**config.mk**
```make
export PLATFORM = sky130hd
export DESIGN_NAME = aes_block_arbiter
export DESIGN_NICKNAME = d
export VERILOG_FILES = /design/src/rtl/aes_block_arbiter.sv
export SDC_FILE = /design/constraint.sdc
export NUM_CORES = 1
export LEC_CHECK = 0
export CAP_MARGIN = 40
export CORE_AREA = 2 2 252 254
export DETAILED_ROUTE_END_ITERATION = 10
export DIE_AREA = 0 0 254 256
export PLACE_DENSITY = 0.54
export SLEW_MARGIN = 5
export SYNTH_ARGS = -nofsm -noshare
export SYNTH_HDL_FRONTEND = slang
export SYNTH_SLANG_ARGS = --single-unit
```
**constraint.sdc**
```tcl
create_clock -name clk -period 9.1 [get_ports clk]
set_clock_uncertainty 0.1 [all_clocks]
set_input_delay 1.82 -clock clk [delete_from_list [all_inputs] [get_ports clk]]
set_output_delay 1.82 -clock clk [all_outputs]
set_load 0.01 [all_outputs]
```
**src/rtl/aes_block_arbiter.sv**
```systemverilog
// Round-robin arbiter that lets two block requesters share one AES core.
// One block is in flight at a time. A WAIT timeout aborts the block and sets a sticky error flag.
module aes_block_arbiter #(
   parameter int unsigned TIMEOUT = 200
) (
   input  logic         clk,
   input  logic         reset,
   input  logic [127:0] req0_data,
   input  logic         req0_valid,
   output logic         req0_ready,
   input  logic [127:0] req1_data,
   input  logic         req1_valid,
   output logic         req1_ready,
   output logic [127:0] aes_din,
   output logic         aes_start,
   input  logic         aes_done,
   input  logic [127:0] aes_dout,
   output logic [127:0] res_data,
   output logic         res_id,
   output logic         res_valid,
   input  logic         res_ready,
   output logic         busy,
   output logic         timeout_err
);

   typedef enum logic [1:0] {
      IDLE    = 2'd0,
      ISSUE   = 2'd1,
      WAIT    = 2'd2,
      DELIVER = 2'd3
   } state_t;

   localparam logic [7:0] TIMER_LAST = 8'(TIMEOUT - 32'd1);

   state_t       state_r;
   state_t       state_s;
   logic [127:0] hold_r;
   logic         owner_r;
   logic         prio_r;      // requester that wins when both are valid
   logic [7:0]   timer_r;
   logic [127:0] res_data_r;
   logic         res_id_r;
   logic         res_valid_r;
   logic         err_r;
   logic         grant0_s;
   logic         grant1_s;
   logic         timeout_hit_s;

   assign timeout_hit_s = (timer_r == TIMER_LAST);

   // Grant decode: only in IDLE, at most one requester, round-robin on contention
   always_comb begin
      grant0_s = 1'b0;
      grant1_s = 1'b0;
      if (state_r == IDLE) begin
         if (req0_valid && (!req1_valid || (prio_r == 1'b0))) begin
            grant0_s = 1'b1;
         end else begin
            grant1_s = req1_valid;
         end
      end else begin
         grant0_s = 1'b0;
         grant1_s = 1'b0;
      end
   end

   // Next-state logic; aes_done has priority over the timeout in WAIT
   always_comb begin
      state_s = state_r;
      case (state_r)
         IDLE: begin
            if (grant0_s || grant1_s) begin
               state_s = ISSUE;
            end else begin
               state_s = IDLE;
            end
         end
         ISSUE: state_s = WAIT;
         WAIT: begin
            if (aes_done) begin
               state_s = DELIVER;
            end else if (timeout_hit_s) begin
               state_s = IDLE;
            end else begin
               state_s = WAIT;
            end
         end
         DELIVER: begin
            if (res_ready) begin
               state_s = IDLE;
            end else begin
               state_s = DELIVER;
            end
         end
         default: state_s = IDLE;
      endcase
   end

   // State register
   always_ff @(posedge clk or posedge reset) begin
      if (reset) begin
         state_r <= IDLE;
      end else begin
         state_r <= state_s;
      end
   end

   // Datapath: hold register, timer, result registers, priority pointer, error flag
   always_ff @(posedge clk or posedge reset) begin
      if (reset) begin
         hold_r      <= 128'd0;
         owner_r     <= 1'b0;
         prio_r      <= 1'b0;
         timer_r     <= 8'd0;
         res_data_r  <= 128'd0;
         res_id_r    <= 1'b0;
         res_valid_r <= 1'b0;
         err_r       <= 1'b0;
      end else begin
         case (state_r)
            IDLE: begin
               if (grant0_s || grant1_s) begin
                  hold_r  <= grant1_s ? req1_data : req0_data;
                  owner_r <= grant1_s;
               end
            end
            ISSUE: timer_r <= 8'd0;
            WAIT: begin
               timer_r <= timer_r + 8'd1;
               if (aes_done) begin
                  res_data_r  <= aes_dout;
                  res_id_r    <= owner_r;
                  res_valid_r <= 1'b1;
               end else if (timeout_hit_s) begin
                  err_r  <= 1'b1;
                  prio_r <= ~owner_r;
               end
            end
            DELIVER: begin
               if (res_ready) begin
                  res_valid_r <= 1'b0;
                  prio_r      <= ~owner_r;
               end
            end
            default: hold_r <= hold_r;
         endcase
      end
   end

   assign req0_ready  = grant0_s;
   assign req1_ready  = grant1_s;
   assign aes_din     = hold_r;
   assign aes_start   = (state_r == ISSUE);
   assign busy        = (state_r != IDLE);
   assign res_data    = res_data_r;
   assign res_id      = res_id_r;
   assign res_valid   = res_valid_r;
   assign timeout_err = err_r;

endmodule

```
# Word level (Yosys, flattened, before mapping)
# Cells that the tools add are included.
# W data, S select, Z words.
dict set report op_classes {
  n_reduce_logical 13
  n_eq_ne 8
  mux 18
  n_addsub 1
  n_bitwise 3
}
# op count
set ops {}
lappend ops {{$mux W128} 1}
lappend ops {{$pmux W8 S2} 1}
lappend ops {{$mux W1} 10}
lappend ops {{$add A8 B1 Y8 const B} 1}
lappend ops {{$eq A8 B8 Y1 const B} 1}
lappend ops {{$ne A2 B2 Y1 const B} 4}
lappend ops {{$pmux W2 S4} 1}
lappend ops {{$mux W2} 3}
lappend ops {{$reduce_and A3 Y1} 2}
lappend ops {{$reduce_bool A2 Y1} 3}
lappend ops {{$eq A2 B2 Y1 const B} 2}
lappend ops {{$pmux W1 S2} 2}
lappend ops {{$reduce_and A2 Y1} 2}
lappend ops {{$reduce_and A4 Y1} 1}
lappend ops {{$not A1 Y1} 3}
lappend ops {{$eq A2 B1 Y1 const B} 1}
lappend ops {{$logic_not A2 Y1} 1}
lappend ops {{$logic_or A1 B1 Y1} 2}
lappend ops {{$logic_and A1 B1 Y1} 1}
lappend ops {{$logic_not A1 Y1} 1}
dict set report totals {
  input_bits 390
  elab_cells 52
  output_inout_bits 263
  register_bits 271
}

# Logic depth before layout (Yosys ltp)
# Gate-level depths: netlist of run 1.
dict set report logic_depth {
  depth_word 8
  ltp_mapped 8
  mapped_depth_nobuf 6
}

# Worst setup path before layout of run 1
# No wires, ideal clock.
dict set report synth_timing {
  kind {input port to output port}
  startpoint {input req1_valid}
  endpoint {output req1_ready}
  n_path_buf 1
  required_time_ps 7180
  stages 3
  arrival_time_ps 2276
  setup_slack_ps 4904
  path_cell_list {nand2_1 > a21oi_2 > buf_4}
}
dict set report synth_via {
  elab_chain_len 5
}
# element line_no
set synth_lines {}
lappend synth_lines {{from (decl)} 12} ;# input logic req1_valid,
lappend synth_lines {{$logic_not A1 Y1} 56} ;# if (req0_valid && (!req1_valid || (prio_r == 1'b0))) begin
lappend synth_lines {{$logic_or A1 B1 Y1} 56}
lappend synth_lines {{$logic_and A1 B1 Y1} 56}
lappend synth_lines {{$mux W1 (*)} 56}
lappend synth_lines {{$mux W1 (*)} 55} ;# if (state_r == IDLE) begin
lappend synth_lines {{to (decl)} 13} ;# output logic req1_ready,
# Mark *: on every way between the ends. The rest lies on a longest branch, timed or not.

# Worst setup path in the final report of run 1
dict set report layout_timing {
  startpoint {input req0_valid}
  endpoint {output req0_ready}
}
dict set report layout_via {
  elab_chain_len 3
}
# element line_no
set layout_lines {}
lappend layout_lines {{from (decl)} 9} ;# input logic req0_valid,
lappend layout_lines {{$logic_and A1 B1 Y1} 56}
lappend layout_lines {{$mux W1} 56}
lappend layout_lines {{$mux W1} 55}
lappend layout_lines {{to (decl)} 10} ;# output logic req0_ready,
# No other way between the ends.

==> impl_metrics.tcl, run 1 <==
set metrics [dict create \
    grt_max_degree 184 \
    clockBufferDepth 3 \
    fp.dieH_um 256 \
    async_reset_ff_frac 1.00 \
    n_antenna_cell 0 \
    overflow 0 \
    place.gp.congestion 0.754 \
    arrival_ns 3.25 \
    drt-initial-drc-count 297 \
    synth_cell_types 29 \
    slew_viol_final 0 \
    numCtsBuffers 34 \
    peakVddDrop_v 0.000112 \
    core_mm2 0.0624 \
    status "complete, no violations" \
    fmax_ghz 0.193 \
    grt.total_usage 0.122 \
    synthFlopType "dfrtp_1" \
    synth-edff-count 0 \
    io_buffer_count 652 \
    hp-class "flip-flop to flip-flop" \
    switchingPower_w 0.00213 \
    ant_nets 0 \
    yosysSeqAreaShare 0.592 \
    endpoint_kind "primary output" \
    cts_tree "done" \
    clkLatencyLatePin_ns 0.54 \
    hpwl_mm 31.8 \
    switching_share 0.331 \
    start_util 0.184 \
    worst-path-max-fanout 3 \
    viasPerCell 3.86 \
    postSynthAreaPerCell_um2 12.5 \
    layout_setup_ws_ns 3.93 \
    routed_wl_mm 41.3 \
    setup-tns-final_ns 0 \
    hold_viol 0 \
    wl_met2_mm 20.9 \
    die_area_mm2 0.0650 \
    nets 1952 \
    internal_power_w 0.00429 \
    netlist_area_mm2 0.0115 \
    clock_power_share 0.213 \
    ctsHoldBuffers 0 \
    min_period_over_period 0.569 \
    maxCapViolCount 0 \
    routedWlPerCell_um 17.0 \
    path_clk_slew_ns 0.05 \
    postCtsSetupBuffers 0 \
    p_per_area_mw_per_mm2 321 \
    finalSetupViolCount 0 \
    first_pass_iters 4 \
    via_count 9369 \
    critical_path_class "input port to primary output" \
    syn_nets 1310 \
    drt-met1-wl_mm 15.2 \
    synth_top_area_cell "dfrtp_1" \
    worstPathRequired_ns 7.18 \
    dr_wl_met3_mm 4.00 \
    grt_pass1_vias 9823 \
    pwr-share-comb 0.458 \
    power.share.sequential 0.329 \
    die_w_um 254 \
    area_delta_synth_final_pct 74.6 \
    netlist_instances 915 \
    period_minus_slack_ns 5.17 \
    cts.sinks 271 \
    cts_max_level 2 \
    fin_total_pwr_w 0.00642 \
    ys_warn_count 0 \
    synth.top_cell.area_share 0.592 \
    drc 0 \
    start_kind "input port" \
    ys_seq_elements 271 \
    top_layer "met5" \
    worstMarginPinSlew_ns 0.975 \
    place_ws_ns 3.68 \
    slew_headroom 0.350 \
    grt_pass1_wl_mm 60.3 \
    antenna_found_initial 4 \
    yosys-top-cells-area "dfrtp_1, mux2_2, mux2i_1" \
    pin_count 653 \
    rsz0062_at_grt "false" \
    cts-resized-gates 0 \
    rows 92 \
    drive_gt1_frac 0.127 \
    leakage_nw 7.93 \
    cts_root_buffer "clkbuf_16" \
]
layer usage:
metal / vias up / global-route usage
li1: 4470 / -
met1: 4401 / 0.128
met2: 426 / 0.223
met3: 66 / 0.0438
met4: 6 / 0.0389
met5: - / 0
sequential cells by signal (all words and copies together), names as in the netlist:
| register | flops |
|---|---|
| aes_din | 128 |
| owner_r | 1 |
| prio_r | 1 |
| res_data | 128 |
| res_id | 1 |
| res_valid | 1 |
| state_r | 2 |
| timeout_err | 1 |
| timer_r | 8 |
through the flow:
stage	instances	area [um2]	util	hold slack (ns)
floorplan	915	11500	-	0.397
global placement	2364	18800	0.301	0.364
detailed placement	2367	18900	0.302	0.366
CTS	2428	20000	0.321	0.381
global route	2428	20000	0.321	0.396
finish	2428	20000	0.321	0.375
worst paths after layout:
| kind | from | to | slack (ns) | cells after the start |
|---|---|---|---|---|
| max | req0_valid | req0_ready | 3.93 | 4 |
| min | aes_din[113] | aes_din[113] | 0.38 | 2 |
| max reg2reg | state_r[1] | aes_din[51] | 5.32 | 10 |
| min reg2reg | aes_din[113] | aes_din[113] | 0.38 | 2 |
| max in group asynchronous | reset | aes_din[105] | 5.51 | 4 |
| min in group asynchronous | reset | res_data[98] | 1.57 | 2 |
critical path: stages:
cell and delay, ns:
clkdlybuf4s50_1 0.60, nand2_1 0.08, a21oi_1 0.17, clkdlybuf4s50_1 0.59
cells in the final DEF, fill, tap and decap left out, drive strengths merged, types with 5 or more instances in the layout:
master and instances:
nand3 6, inv 10, clkinvlp 6, buf 12, nand2 136, dfrtp 271, mux2 129, nor2 6
a21oi 5, clkbuf 51, clkdlybuf4s50 652, mux2i 130, ha 5, o21ai 136
cell families (layout without fill, tap and decap cells):
kind of cell    Yosys count  count (layout)  share of synthesized area
buf+inv                  69             736                     0.0369
simple gates            159             159                     0.0553
compound gates          150             150                     0.0686
mux                     259             259                      0.240
fa+ha+maj                 5               5                    0.00546
xor+xnor                  2               2                    0.00153
flops                   271             271                      0.592
power groups by stage:
stage          clock network [W]  logic [W]  registers (W)
2_1_floorplan                  0    0.00107        0.00237
3_3_place_gp                   0    0.00295        0.00212
3_5_place_dp                   0    0.00300        0.00214
4_1_cts                  0.00143    0.00300        0.00213
5_1_grt                  0.00147    0.00318        0.00220
6_report                 0.00137    0.00294        0.00211
final cells by class:
class / count / area (um2)
fillers: 6437 / 42400
flip-flops and latches: 271 / 6780
repair buffers: 664 / 6700
multi-input cells: 575 / 4270
well taps: 846 / 1060
clock buffers: 51 / 1040
clock inverters: 10 / 110
inverters: 11 / 45.0
cells in the mapped netlist, types with 4 or more instances:
library cell	count
o21ai_0	25
ha_1	5
o21ai_1	111
nand2_1	136
clkbuf_1	14
nor2_1	6
buf_4	11
a21oi_1	4
inv_1	11
mux2i_1	130
nand3_1	6
mux2_2	129
buf_6	13
dfrtp_1	271
buf_2	20
Note: power is estimated with default switching activity, not from simulation.
==> run 2: changes to the inputs <==
Clock period 9.1 ns to 4.5 ns, I/O delays scaled along.
==> impl_metrics.tcl, run 2 (synthesized netlist as in run 1, its figures left out) <==
set metrics [dict create \
    cts_root_buffer "clkbuf_16" \
    die_area_mm2 0.0650 \
    fmax_ghz 0.298 \
    status "complete, no violations" \
    hold_viol 0 \
    finalSetupViolCount 0 \
    worstHoldStart "timeout_err" \
    worstMarginPinSlew_ns 1.02 \
    min_period_over_period 0.745 \
    hold-path-cell-count 1 \
    core_mm2 0.0624 \
    crit_top_cell "clkdlybuf4s50_1" \
    period_minus_slack_ns 3.35 \
    area_delta_synth_final_pct 74.7 \
    worst-path-max-fanout 3 \
    antenna_found_initial 4 \
    hpwl_mm 32.5 \
    first_pass_iters 4 \
    postCtsSetupBuffers 0 \
    cts-resized-gates 0 \
    rrSetupSlack_ns 1.56 \
    pin_count 653 \
    final_cell_area_mm2 0.0200 \
    rsz0062_at_grt "false" \
    grt_pass1_wl_mm 60.5 \
    hold_slack_ns 0.379 \
    routed_wl_mm 41.2 \
    numCtsBuffers 31 \
    die_w_um 254 \
    path_clk_slew_ns 0.05 \
    timing.rr.end "aes_din[97]" \
    place.gp.congestion 0.787 \
    cts_tree "done" \
    clockBufferDepth 3 \
    maxCapViolCount 0 \
    hold_end "timeout_err" \
    final_common_cell "clkdlybuf4s50_1" \
    crit_buf_inv 2 \
    nets 1972 \
    cts_max_level 1 \
    slew_viol_final 0 \
    overflow 0 \
    reg2regPathDepth 8 \
    p_per_area_mw_per_mm2 636 \
    rows 92 \
    final_cell_mix "clkdlybuf4s50_1, dfrtp_1, nand2_1" \
    worstPathRequired_ns 3.50 \
    r2r_start "state_r[1]" \
    arrival_ns 2.35 \
    grt_max_degree 112 \
    grt_pass1_vias 10100 \
    routedWlPerCell_um 16.8 \
    grt.total_usage 0.120 \
    drt-initial-drc-count 292 \
    ant_nets 0 \
    nFillCells 6393 \
    drive_gt1_frac 0.136 \
    start_kind "input port" \
    crit_path_cell_trace "clkdlybuf4s50_1 -> nand2_1 -> a21oi_1 -> clkdlybuf4s50_1" \
    start_util 0.184 \
    hp-class "flip-flop to flip-flop" \
    max_stage_delay_ns 0.60 \
    slew_headroom 0.322 \
    fp.dieH_um 256 \
    slowest_stage "clkdlybuf4s50_1" \
    via_count 9438 \
    clkLatencyLatePin_ns 0.56 \
    endpoint_kind "primary output" \
    n_antenna_cell 0 \
    cp_top_family "buffers and inverters" \
    io_buffer_count 652 \
    fin_total_pwr_w 0.0127 \
    viasPerCell 3.86 \
    cts.sinks 271 \
    critical_path_class "input port to primary output" \
    ctsHoldBuffers 0 \
    peakVddDrop_v 0.000259 \
    final_cell_count_no_fill 2444 \
    leakage_nw 7.99 \
    drc 0 \
    placed_cell_area_mm2 0.0190 \
    dp_cells 2390 \
]
==> run 2: cell types whose count changed in the layout (fill, tap and decap cells not counted), moves of 2 or more <==
| cell | before | now |
|---|---|---|
| buf_12 | 2 | 6 |
| buf_16 | 3 | 1 |
| buf_4 | 7 | 28 |
| clkbuf_16 | 35 | 31 |
| clkinv_2 | 2 | 6 |
| clkinv_8 | 2 | 0 |
| clkinvlp_4 | 6 | 1 |
==> run 2: worst max-delay path by stage <==
| stage | start | slack, ns | to | cells after the start |
|---|---|---|---|---|
| final | req0_valid | 1.15 | req0_ready | 4 |
| after global routing | state_r[1] | 1.07 | req1_ready | 5 |
| after CTS | req0_valid | 1.16 | req0_ready | 4 |
| after detailed placement | req1_valid | 1.06 | aes_din[97] | 7 |
| after global placement | req1_valid | 1.08 | aes_din[1] | 7 |
| after floorplan | reset | -0.08 | aes_din[0] | 1 |
==> run 2: area by class of cell <==
cell class | count | area (um2) | share of cell area
inverter | 11 | 45.0 | 0.00225
clock buffer | 47 | 936 | 0.0468
tap | 846 | 1060 | 0.0529
clock inverter | 7 | 38.8 | 0.00194
multi-input combinational | 575 | 4270 | 0.214
timing repair buffer | 687 | 6880 | 0.344
sequential | 271 | 6780 | 0.339
==> run 2: worst register-to-register path: cells and delay by family (launching register included) <==
kind	cells	cell delay (ns)
buf+inv	3	1.33
flops	1	0.43
fa+ha+maj	1	0.30
compound gates	2	0.25
mux	1	0.24
simple gates	1	0.16
==> run 2: metal layers <==
metal	GRT usage	share of wire	vias to the layer above
met3	0.0356	0.091	55
met4	0.0278	0.018	6
met5	0	0.00092	-
li1	-	-	4513
met1	0.130	0.37	4454
met2	0.226	0.52	410
==> run 2: metrics by stage <==
stage | TNS [ns] | utilization | setup WS (ns)
final | 0 | 0.321 | 1.15
after detailed placement | 0 | 0.305 | 1.06
after CTS | 0 | 0.321 | 1.16
after global placement | 0 | 0.304 | 1.08
after global routing | 0 | 0.321 | 1.07
after floorplan | -22.07 | - | -0.0814
==> run 2: power breakdown <==
group	switching, W	internal [W]
Clock	0.000997	0.00142
Sequential	0.000669	0.00363
Combinational	0.00257	0.00345
Total	0.00424	0.00850
